### src/rtl/qmath_pkg.sv
// Shared definitions for the sequential sign-magnitude Q-format divider.
// QDIV_ROUND_EN (when defined) adds one guard-bit iteration for round-half-away-from-zero.
package qmath_pkg;

    typedef enum logic [2:0] {
        ST_IDLE,
        ST_LOAD,
        ST_ITER,
        ST_FIX,
        ST_DONE
    } qdiv_state_e;

    localparam int QDIV_N_DEF = 32;
    localparam int QDIV_Q_DEF = 15;

    // Index of the sign bit and the all-ones magnitude for an n-bit sign-magnitude word.
    localparam int QDIV_SIGN_BIT_DEF = QDIV_N_DEF - 1;
    localparam logic [QDIV_N_DEF-2:0] QDIV_SAT_MAG_DEF = '1;

    function automatic int qdiv_sign_bit(input int n);
        return n - 1;
    endfunction

    function automatic int qdiv_iters(input int n, input int q);
`ifdef QDIV_ROUND_EN
        return n + q;
`else
        return n - 1 + q;
`endif
    endfunction

endpackage

### src/rtl/qdiv_step.sv
// One restoring shift-subtract step: shift the next numerator bit into the remainder
// and subtract the divisor when it fits.
module qdiv_step #(
    parameter int N = 32
) (
    input  logic [N-1:0] rem_i,
    input  logic         bit_i,
    input  logic [N-2:0] div_i,
    output logic [N-1:0] rem_o,
    output logic         q_o
);

    logic [N:0] shifted;
    logic [N:0] diff;

    assign shifted = {rem_i, bit_i};
    // Remainder stays below the divisor, so the top bit of diff is a clean borrow.
    assign diff    = shifted - {2'b00, div_i};
    assign q_o     = ~diff[N];
    assign rem_o   = q_o ? diff[N-1:0] : shifted[N-1:0];

endmodule

### src/rtl/qdiv_seq.sv
// Sequential sign-magnitude Q-format divider, one quotient bit per cycle.
// Build with QDIV_ROUND_EN defined for rounded results (one extra cycle).
//
// state | meaning
// IDLE  | waiting for i_start, operands captured on the accepting edge
// LOAD  | split magnitudes/sign, clear remainder and counter
// ITER  | one shift-subtract step per cycle
// FIX   | round/saturate, apply sign, register result
// DONE  | o_done pulse
module qdiv_seq
    import qmath_pkg::*;
#(
    parameter int Q = QDIV_Q_DEF,
    parameter int N = QDIV_N_DEF
) (
    input  logic         clk,
    input  logic         rst,
    input  logic         i_start,
    input  logic [N-1:0] i_dividend,
    input  logic [N-1:0] i_divisor,
    output logic         o_busy,
    output logic         o_done,
    output logic [N-1:0] o_quotient,
    output logic         o_overflow
);

    localparam int ITERS = qdiv_iters(N, Q);
    localparam int CW    = $clog2(ITERS + 1);
    localparam int GW    = ITERS - (N - 1);
    localparam int SB    = qdiv_sign_bit(N);

    qdiv_state_e    state_q;
    logic [N-1:0]   dvd_q, dvs_q;
    logic [ITERS-1:0] num_q, quo_q;
    logic [N-2:0]   div_q;
    logic [N-1:0]   rem_q;
    logic           sign_q, dz_q;
    logic [CW-1:0]  cnt_q;
    logic [N-1:0]   quotient_q;
    logic           ovf_q, busy_q, done_q;

    logic [N-1:0]   rem_d;
    logic           qbit_d;
    logic [ITERS:0] mag_d;
    logic           sat_d;
    logic [N-2:0]   res_mag_d;
    logic           res_sign_d;

    qdiv_step #(.N(N)) u_step (
        .rem_i (rem_q),
        .bit_i (num_q[ITERS-1]),
        .div_i (div_q),
        .rem_o (rem_d),
        .q_o   (qbit_d)
    );

`ifdef QDIV_ROUND_EN
    // LSB of the accumulator is the guard bit; a set guard bit rounds the magnitude up.
    assign mag_d = {2'b00, quo_q[ITERS-1:1]} + {{ITERS{1'b0}}, quo_q[0]};
`else
    assign mag_d = {1'b0, quo_q};
`endif

    assign sat_d      = dz_q | (|mag_d[ITERS:N-1]);
    assign res_mag_d  = sat_d ? '1 : mag_d[N-2:0];
    assign res_sign_d = sign_q & (|res_mag_d);

    always_ff @(posedge clk) begin
        if (rst) begin
            state_q    <= ST_IDLE;
            busy_q     <= 1'b0;
            done_q     <= 1'b0;
            quotient_q <= '0;
            ovf_q      <= 1'b0;
            cnt_q      <= '0;
        end else begin
            case (state_q)
                ST_IDLE: begin
                    done_q <= 1'b0;
                    if (i_start) begin
                        dvd_q   <= i_dividend;
                        dvs_q   <= i_divisor;
                        busy_q  <= 1'b1;
                        state_q <= ST_LOAD;
                    end
                end
                ST_LOAD: begin
                    num_q   <= {dvd_q[N-2:0], {GW{1'b0}}};
                    div_q   <= dvs_q[N-2:0];
                    sign_q  <= dvd_q[SB] ^ dvs_q[SB];
                    dz_q    <= ~|dvs_q[N-2:0];
                    rem_q   <= '0;
                    quo_q   <= '0;
                    cnt_q   <= '0;
                    state_q <= ST_ITER;
                end
                ST_ITER: begin
                    rem_q <= rem_d;
                    quo_q <= {quo_q[ITERS-2:0], qbit_d};
                    num_q <= num_q << 1;
                    if (cnt_q == CW'(ITERS - 1)) begin
                        state_q <= ST_FIX;
                    end else begin
                        cnt_q <= cnt_q + 1'b1;
                    end
                end
                ST_FIX: begin
                    quotient_q <= {res_sign_d, res_mag_d};
                    ovf_q      <= sat_d;
                    busy_q     <= 1'b0;
                    done_q     <= 1'b1;
                    state_q    <= ST_DONE;
                end
                ST_DONE: begin
                    done_q  <= 1'b0;
                    state_q <= ST_IDLE;
                end
                default: state_q <= ST_IDLE;
            endcase
        end
    end

    assign o_busy     = busy_q;
    assign o_done     = done_q;
    assign o_quotient = quotient_q;
    assign o_overflow = ovf_q;

endmodule

### config.mk
export PLATFORM = sky130hd
export DESIGN_NAME = qdiv_seq
export DESIGN_NICKNAME = d
export VERILOG_FILES = /design/src/rtl/qmath_pkg.sv /design/src/rtl/qdiv_step.sv /design/src/rtl/qdiv_seq.sv
export SDC_FILE = /design/constraint.sdc
export NUM_CORES = 1
export LEC_CHECK = 0
export ABC_AREA = 1
export ABC_CLOCK_PERIOD_IN_PS = 13800
export BUFFER_PORTS_ARGS = -buffer_cell sky130_fd_sc_hd__buf_4
export CORE_ASPECT_RATIO = 0.9
export CORE_MARGIN = 2
export CORE_UTILIZATION = 54
export CTS_BUF_LIST = sky130_fd_sc_hd__clkbuf_4
export CTS_CLUSTER_SIZE = 28
export DETAILED_ROUTE_END_ITERATION = 8
export GPL_ROUTABILITY_DRIVEN = 0
export HOLD_SLACK_MARGIN = 0.08
export PLACE_DENSITY = 0.73
export SETUP_SLACK_MARGIN = 0.4
export SLEW_MARGIN = 15
export SYNTH_ARGS = -nofsm -noshare
export SYNTH_HDL_FRONTEND = slang
export SYNTH_HIERARCHICAL = 1
export SYNTH_SLANG_ARGS = --single-unit
### constraint.sdc
create_clock -name clk -period 13.8 [get_ports clk]
set_clock_uncertainty 0.1 [all_clocks]
set_input_delay 0.69 -clock clk [delete_from_list [all_inputs] [get_ports clk]]
set_output_delay 0.69 -clock clk [all_outputs]
set_load 0.1 [all_outputs]
==> results.py, run 1 <==
metrics = {
    "logic_synthesis": {
        "synth_mux_area_share_pct": 0,
        "syn_avg_cell_area_sq_um": 8.78,
        "syn-num-nets": 1501,
        "ys_top_cells_by_area": "edfxtp_1 50%, nand2_1 14%, inv_1 7.7%, dfxtp_1 7.2%, nor2_1 4.8%",
        "async_reset_ff_share_pct": 0,
        "syn_inst": 1400,
        "synthXorXnorAreaFrac_pct": 1.28,
        "synth_edf_count": 206,
        "synth_adder_area_share_pct": 3.52,
        "yosys.area_share.simple_pct": 23.4,
        "synth.top_cell.area_share_pct": 50.3,
        "synth_top_family_by_area": "simple AND/OR/NAND/NOR gates",
        "ys_types": 35,
        "netlist_top_cells_count": "443 x nand2_1, 251 x inv_1, 206 x edfxtp_1",
        "synth_top_area_cell": "edfxtp_1",
        "synth.most_common_cell": "nand2_1",
        "synth-main-ff-cell": "edfxtp_1",
        "netlist_area_sq_um": 12300,
        "synth-seq-cells": 250,
        "yosys_warnings": 6,
        "yosysSeqAreaShare_pct": 57.5,
        "synth_compound_area_share_pct": 4.67,
    },
    "timing": {
        "finalHoldViolations": 0,
        "fin_crit_sh_pct": 22.9,
        "maxSlewHeadroom_pct": 34.5,
        "worst_slew_pin_slew_ps": 981,
        "fmax_ghz": 0.317,
        "finalCriticalPeriod_ps": 3150,
        "setup_viol": 0,
        "rsz0062_at_grt": "false",
        "setup_tns_ps": 0,
        "slew_viol_final": 0,
    },
    "layout": {
        "syn_to_final_growth_pct": 20.6,
        "fillers": 1861,
        "layoutNonFillerInstCount": 1958,
        "multi_input_area_sq_um": 4060,
        "utilization_pct": 66.0,
        "nNetsFinal": 1709,
        "drive_above_1_share_pct": 15.7,
        "ff_latch_area_sq_um": 7070,
    },
    "drt": {
        "vias": 9589,
        "drc": 0,
        "first_pass_iters": 5,
        "viasPerCell": 4.90,
        "highest_layer": "met4",
        "met2_length_um": 12400,
        "ant_nets": 0,
        "wl_per_cell_um": 13.5,
        "wl_met1_um": 11900,
        "drtIter0Drc": 685,
        "wl_um": 26500,
        "dr_wl_met3_um": 1570,
    },
    "worst_setup_path": {
        "path_class": "flip-flop to flip-flop",
        "cpPeakStageDelay_ps": 720,
        "cp_slowest_cell": "a21oi_4",
        "crit_fanout": 46,
        "worst_r2r_endpoint": "quo_q[6]$_SDFFCE_PN0P_",
        "cp.arrival_ps": 3340,
        "r2r-start": "state_q[0]$_SDFFE_PP0P_",
        "regToRegSetupSlack_ps": 10650,
        "path_buf_inv": 3,
        "reg2reg_depth": 6,
        "worstSetupStartpointType": "flip-flop",
        "required_ps": 13990,
        "cp_cell_sequence": "inv_2 > nand2_1 > nor2_4 > clkinv_2 > a21oi_4 > buf_4",
        "endpoint_kind": "flip-flop",
        "cp_top_family": "buffers and inverters",
    },
    "floorplan": {
        "coreArea_sq_um": 22400,
        "die_h_um": 147,
        "initial_core_util_pct": 54.7,
        "io_pins": 102,
        "die_w_um": 163,
        "die-area_sq_um": 24000,
        "rows": 52,
    },
    "hold_path": {
        "hold_class": "input pin to flip-flop",
        "hold_depth": 3,
        "hold_start": "i_start",
        "hold_end": "state_q[0]$_SDFFE_PP0P_",
    },
    "place": {
        "dp_cells": 1772,
        "port_buffers": 101,
        "dp_hpwl_um": 17400,
    },
    "clocking": {
        "clock_tree.root_cell": "clkbuf_4",
        "cts.clk_slew.worst_paths_ps": 60,
        "cts-htree-levels": 3,
        "clockBufferDepth": 3,
        "numCtsBuffers": 66,
        "cts_tree": "done",
        "clk_latency_ps": 700,
        "cts.sinks": 250,
    },
    "power_and_ir_drop": {
        "ir_drop_v": 0.0000849,
        "power_density_nw_per_um2": 125,
        "p_leak_nw": 7.05,
    },
    "global_routing": {
        "grt_antenna_before_repair": 1,
        "grt_usage_pct": 22.9,
        "grt_pass1_vias": 9560,
        "gr-total-overflow": 0,
        "grt_pass1_wl_um": 44100,
        "grt_max_degree": 112,
    },
    "job": {
        "cap_violations": 0,
    },
    "status": {
        "status": "completed",
    },
}
kinds of logic (layout without fill, tap and decap cells):
logic type,after synthesis,count (layout)
simple gates,702,702
flops,250,250
other cells,0,1
fa+ha+maj,34,34
xor+xnor,18,18
buf+inv,288,548
compound gates,108,108
how the worst max path moves through the flow:
stage                             from                 endpoint  slack (ps)  depth (start not counted)
6_report       state_q[0]$_SDFFE_PP0P_   quo_q[6]$_SDFFCE_PN0P_       10650                          6
5_1_grt        state_q[0]$_SDFFE_PP0P_  quo_q[11]$_SDFFCE_PN0P_       10410                          6
4_1_cts        state_q[0]$_SDFFE_PP0P_  quo_q[11]$_SDFFCE_PN0P_       10580                          6
3_5_place_dp   state_q[1]$_SDFFE_PP0P_   quo_q[7]$_SDFFCE_PN0P_       10640                          5
3_3_place_gp   state_q[0]$_SDFFE_PP0P_  quo_q[10]$_SDFFCE_PN0P_       10730                          6
2_1_floorplan  state_q[1]$_SDFFE_PP0P_  num_q[15]$_SDFFCE_PP0P_        6880                          6
report_power, final:
part	leakage (nW)	switching (mW)	internal, mW
combinational	4.25	0.196	0.0942
clock	0.525	0.312	0.356
sequential	2.28	0.0197	0.872
total	7.05	0.527	1.32
tightest hold or removal path, cell delays in order:
cell and delay [ps]:
buf_4 90, o211ai_1 70, nor2_1 80
state kept, by name (all words and copies together), names as in the netlist, 3 cells and up:
name        flops
rem_q          32
dvs_q          32
div_q          31
dvd_q          32
o_quotient     32
cnt_q           6
quo_q          46
state_q         3
num_q          31
per-layer routing:
metal  global-route usage [%]  vias up
met5                        0        -
met3                     5.90       57
li1                         -     4857
met2                     37.1      269
met4                     8.36        0
met1                     29.9     4406
what timing repair did:
action | 4_1_cts | 5_1_grt
hold endpoints to repair | 63 | 1
resized for setup | 0 | 0
hold buffers | 63 | 1
setup buffers | 0 | 0
stage by stage:
| step | hold slack, ps | power [mW] | cell area (sq um) | setup WS, ps |
|---|---|---|---|---|
| floorplan | 327 | 1.11 | 12300 | 6880 |
| global placement | 333 | 1.17 | 13300 | 10730 |
| detailed placement | 334 | 1.18 | 13300 | 10640 |
| CTS | 88.9 | 1.87 | 14800 | 10580 |
| global route | 161 | 1.95 | 14800 | 10410 |
| finish | 177 | 1.85 | 14800 | 10650 |
final cells by class:
cell class | instances | share of cell area, %
repair buffers | 171 | 9.88
inverters | 257 | 6.52
clock buffers | 100 | 5.07
multi-input cells | 862 | 27.4
flip-flops and latches | 250 | 47.7
clock inverters | 20 | 0.920
well taps | 297 | 2.51
diodes | 1 | 0.0169
cell usage in the layout, fill, tap and decap left out, types with 10 or more instances in the layout:
master and instances:
nand2_1 443, inv_1 251, edfxtp_1 206, nor2_1 156
buf_4 106, clkbuf_4 100, dlygate4sd3_1 64, a21oi_1 60
dfxtp_1 44, nand3_1 38, o21ai_0 36, ha_1 33
nand2_2 20, xor2_1 17, nand4_1 12, clkinv_1 10
(Power assumes the default switching activity.)
==> inputs of run 2 (changes only) <==
ABC_AREA = 0   (was 1)
ABC_CLOCK_PERIOD_IN_PS = 2800   (was 13800)
PLACE_DENSITY = 0.76   (was 0.73)
clock period = 2.8 ns   (was 13.8 ns; I/O delays follow)
==> run 2 against run 1 <==
The flow now finishes with violations (setup timing). Clock power grew to 4.5 times the previous value. Die area shrank 7.3%. Worst setup slack lost 11000 ps. Global-route usage grew 2.5 points. Critical endpoint is now rem_q[20]$_SDFFCE_PN0P_. Core utilization grew 9.3 points. Non-clock buffer count grew 171. First-iteration DRC count grew 1.2%. Worst hold slack gained 150 ps. Synthesized cell count shrank 36%. Power grew to 4.9 times the previous value. Cell count shrank 18%. Synthesized area shrank 7.4%.
==> results.py, run 2 <==
metrics = {
    "global_routing": {
        "gr-total-overflow": 0,
        "grt_usage_pct": 25.4,
        "grt_max_degree": 112,
        "grt_antenna_before_repair": 1,
        "grt_pass1_vias": 8808,
        "grt_pass1_wl_um": 44100,
    },
    "layout": {
        "drive_above_1_share_pct": 30.5,
        "utilization_pct": 75.3,
        "largest_reg_flops": 46,
        "largest_register": "quo_q",
        "most-common-layout-cells": "206 x edfxtp_1, 199 x buf_4, 131 x dlygate4sd3_1, 88 x clkbuf_4, 75 x and2_1",
        "layoutNonFillerInstCount": 1596,
        "nNetsFinal": 1361,
        "final_common_cell": "edfxtp_1",
        "fillers": 1305,
        "syn_to_final_growth_pct": 37.1,
    },
    "timing": {
        "hold_ws_ps": 331,
        "finalHoldViolations": 0,
        "fin_crit_sh_pct": 114,
        "setup_viol": 33,
        "fmax_ghz": 0.313,
        "maxSlewHeadroom_pct": 59.0,
        "rsz0062_at_grt": "true",
        "setup_ws_ps": -391,
        "worst_slew_pin_slew_ps": 609,
        "slew_viol_final": 0,
        "finalCriticalPeriod_ps": 3190,
    },
    "drt": {
        "wl_um": 27900,
        "vias": 8549,
        "ant_nets": 0,
        "wl_per_cell_um": 17.5,
        "drc": 0,
        "drtIter0Drc": 693,
        "viasPerCell": 5.36,
        "first_pass_iters": 6,
    },
    "logic_synthesis": {
        "ys_top_cells_by_area": "edfxtp_1 54%, dfxtp_1 7.7%, and2_1 4.5%, mux2_2 4.5%, ha_1 3.6%",
        "syn-num-nets": 999,
        "netlist_top_cells_count": "206 x edfxtp_1, 81 x and2_1, 71 x nor3_1",
        "synth.most_common_cell": "edfxtp_1",
        "yosysSeqAreaShare_pct": 62.1,
        "yosys_warnings": 6,
        "syn_inst": 898,
        "synth.top_cell.area_share_pct": 54.4,
        "synth-main-ff-cell": "edfxtp_1",
        "synth_top_area_cell": "edfxtp_1",
        "netlist_area_sq_um": 11400,
        "ys_types": 66,
        "synth_edf_count": 206,
        "syn_avg_cell_area_sq_um": 12.7,
        "async_reset_ff_share_pct": 0,
        "synth-seq-cells": 250,
    },
    "worst_setup_path": {
        "path_class": "flip-flop to flip-flop",
        "cp.arrival_ps": 3500,
        "crit_fanout": 10,
        "endpoint_kind": "flip-flop",
        "worstSetupStartpointType": "flip-flop",
        "cp_slowest_cell": "edfxtp_1",
        "required_ps": 3110,
        "cpPeakStageDelay_ps": 420,
        "path_buf_inv": 2,
        "cp_top_family": "simple AND/OR/NAND/NOR gates",
        "cp_cell_sequence": "ha_4 > fa_2 > nor2b_2 > o211ai_1 > a211oi_2 > o31ai_2 > and3_4 > nor3_4 > buf_6 > buf_12 > mux2_4 > and2_4",
    },
    "clocking": {
        "numCtsBuffers": 60,
        "cts.sinks": 250,
        "clock_tree.root_cell": "clkbuf_4",
        "cts-htree-levels": 2,
        "cts.clk_slew.worst_paths_ps": 70,
        "clockBufferDepth": 3,
        "clk_latency_ps": 710,
        "cts_tree": "done",
    },
    "hold_path": {
        "hold_class": "input pin to flip-flop",
    },
    "power_and_ir_drop": {
        "ir_drop_v": 0.000492,
        "p_seq_share_pct": 48.8,
        "power.share.clock_pct": 33.1,
        "power_density_nw_per_um2": 576,
        "comb_power_share_pct": 18.0,
        "switching_share_pct": 27.1,
        "p_int_mw": 6.55,
        "power.total_mw": 8.98,
        "power.switching_mw": 2.44,
        "p_leak_nw": 6.16,
    },
    "floorplan": {
        "die-area_sq_um": 22200,
        "die_h_um": 142,
        "die_w_um": 157,
        "io_pins": 102,
        "rows": 50,
        "coreArea_sq_um": 20700,
        "initial_core_util_pct": 54.9,
    },
    "place": {
        "dp_cells": 1342,
        "port_buffers": 101,
        "place_ws_ps": -449,
        "dp_hpwl_um": 15800,
    },
    "status": {
        "violations": "setup timing",
        "status": "finished, violations left",
    },
    "job": {
        "cap_violations": 0,
    },
}
==> run 2: routing by layer <==
| metal | vias to the layer above | track usage (%) | wire (um) |
|---|---|---|---|
| li1 | 4062 | - | - |
| met1 | 4145 | 33.3 | 12000 |
| met2 | 280 | 42.6 | 13600 |
| met3 | 62 | 5.41 | 1600 |
| met4 | 0 | 7.92 | 635 |
| met5 | - | 0 | 0 |
==> run 2: what timing repair did <==
item	CTS	global route
endpoints found under the setup margin	33	33
gates resized for setup	14	15
endpoints found under the hold margin	169	0
cloned	2	0
setup buffers	7	2
pin swaps	8	1
hold buffers	131	0
==> run 2: power by group through the flow <==
stage	Clock, mW	Sequential [mW]	Combinational, mW
6_report	2.98	4.39	1.62
5_1_grt	3.22	4.40	1.73
4_1_cts	2.99	4.38	1.56
3_5_place_dp	0	4.46	1.36
3_3_place_gp	0	4.45	1.32
2_1_floorplan	0	4.55	0.789
==> run 2: layout make-up <==
class / instances / area, sq um / area share [%]
flip-flops and latches: 250 / 7070 / 45.3
multi-input cells: 561 / 4200 / 26.9
repair buffers: 342 / 3040 / 19.5
clock buffers: 88 / 661 / 4.24
well taps: 286 / 358 / 2.29
inverters: 45 / 169 / 1.08
clock inverters: 23 / 96.3 / 0.618
diodes: 1 / 2.50 / 0.0160
==> run 2: metrics by stage <==
step	setup TNS (ps)	cell area (sq um)
4_1_cts	-9220	15500
3_5_place_dp	-12140	13300
5_1_grt	-14930	15600
6_report	-10410	15600
3_3_place_gp	-7350	13300
2_1_floorplan	-136780	11500
==> run 2: cell families (layout without fill, tap and decap cells) <==
group / after synthesis / count (layout) / synth area share, %
simple gates: 334 / 334 / 15.8
flops: 250 / 250 / 62.1
compound gates: 106 / 106 / 6.87
buf+inv: 87 / 498 / 3.32
mux: 58 / 58 / 5.71
fa+ha+maj: 34 / 34 / 3.81
xor+xnor: 29 / 29 / 2.40
other cells: 0 / 1 / 0
==> run 2: worst paths after layout <==
kind	from	endpoint	slack (ps)	depth (start not counted)
setup / recovery	div_q[0]$_DFFE_PP_	rem_q[20]$_SDFFCE_PN0P_	-390	12
hold / removal	i_start	dvs_q[31]$_DFFE_PP_	330	4
setup reg to reg	div_q[0]$_DFFE_PP_	rem_q[20]$_SDFFCE_PN0P_	-390	12
hold reg to reg	dvs_q[18]$_DFFE_PP_	div_q[18]$_DFFE_PP_	350	0
==> run 2: worst reg2reg max path, stage by stage, from the launching register on <==
cell      delay [ps]
edfxtp_1         420
ha_4             190
fa_2             360
nor2b_2          150
o211ai_1         160
a211oi_2         280
o31ai_2          110
and3_4           190
nor3_4           190
buf_6            170
buf_12           160
mux2_4           310
and2_4           130
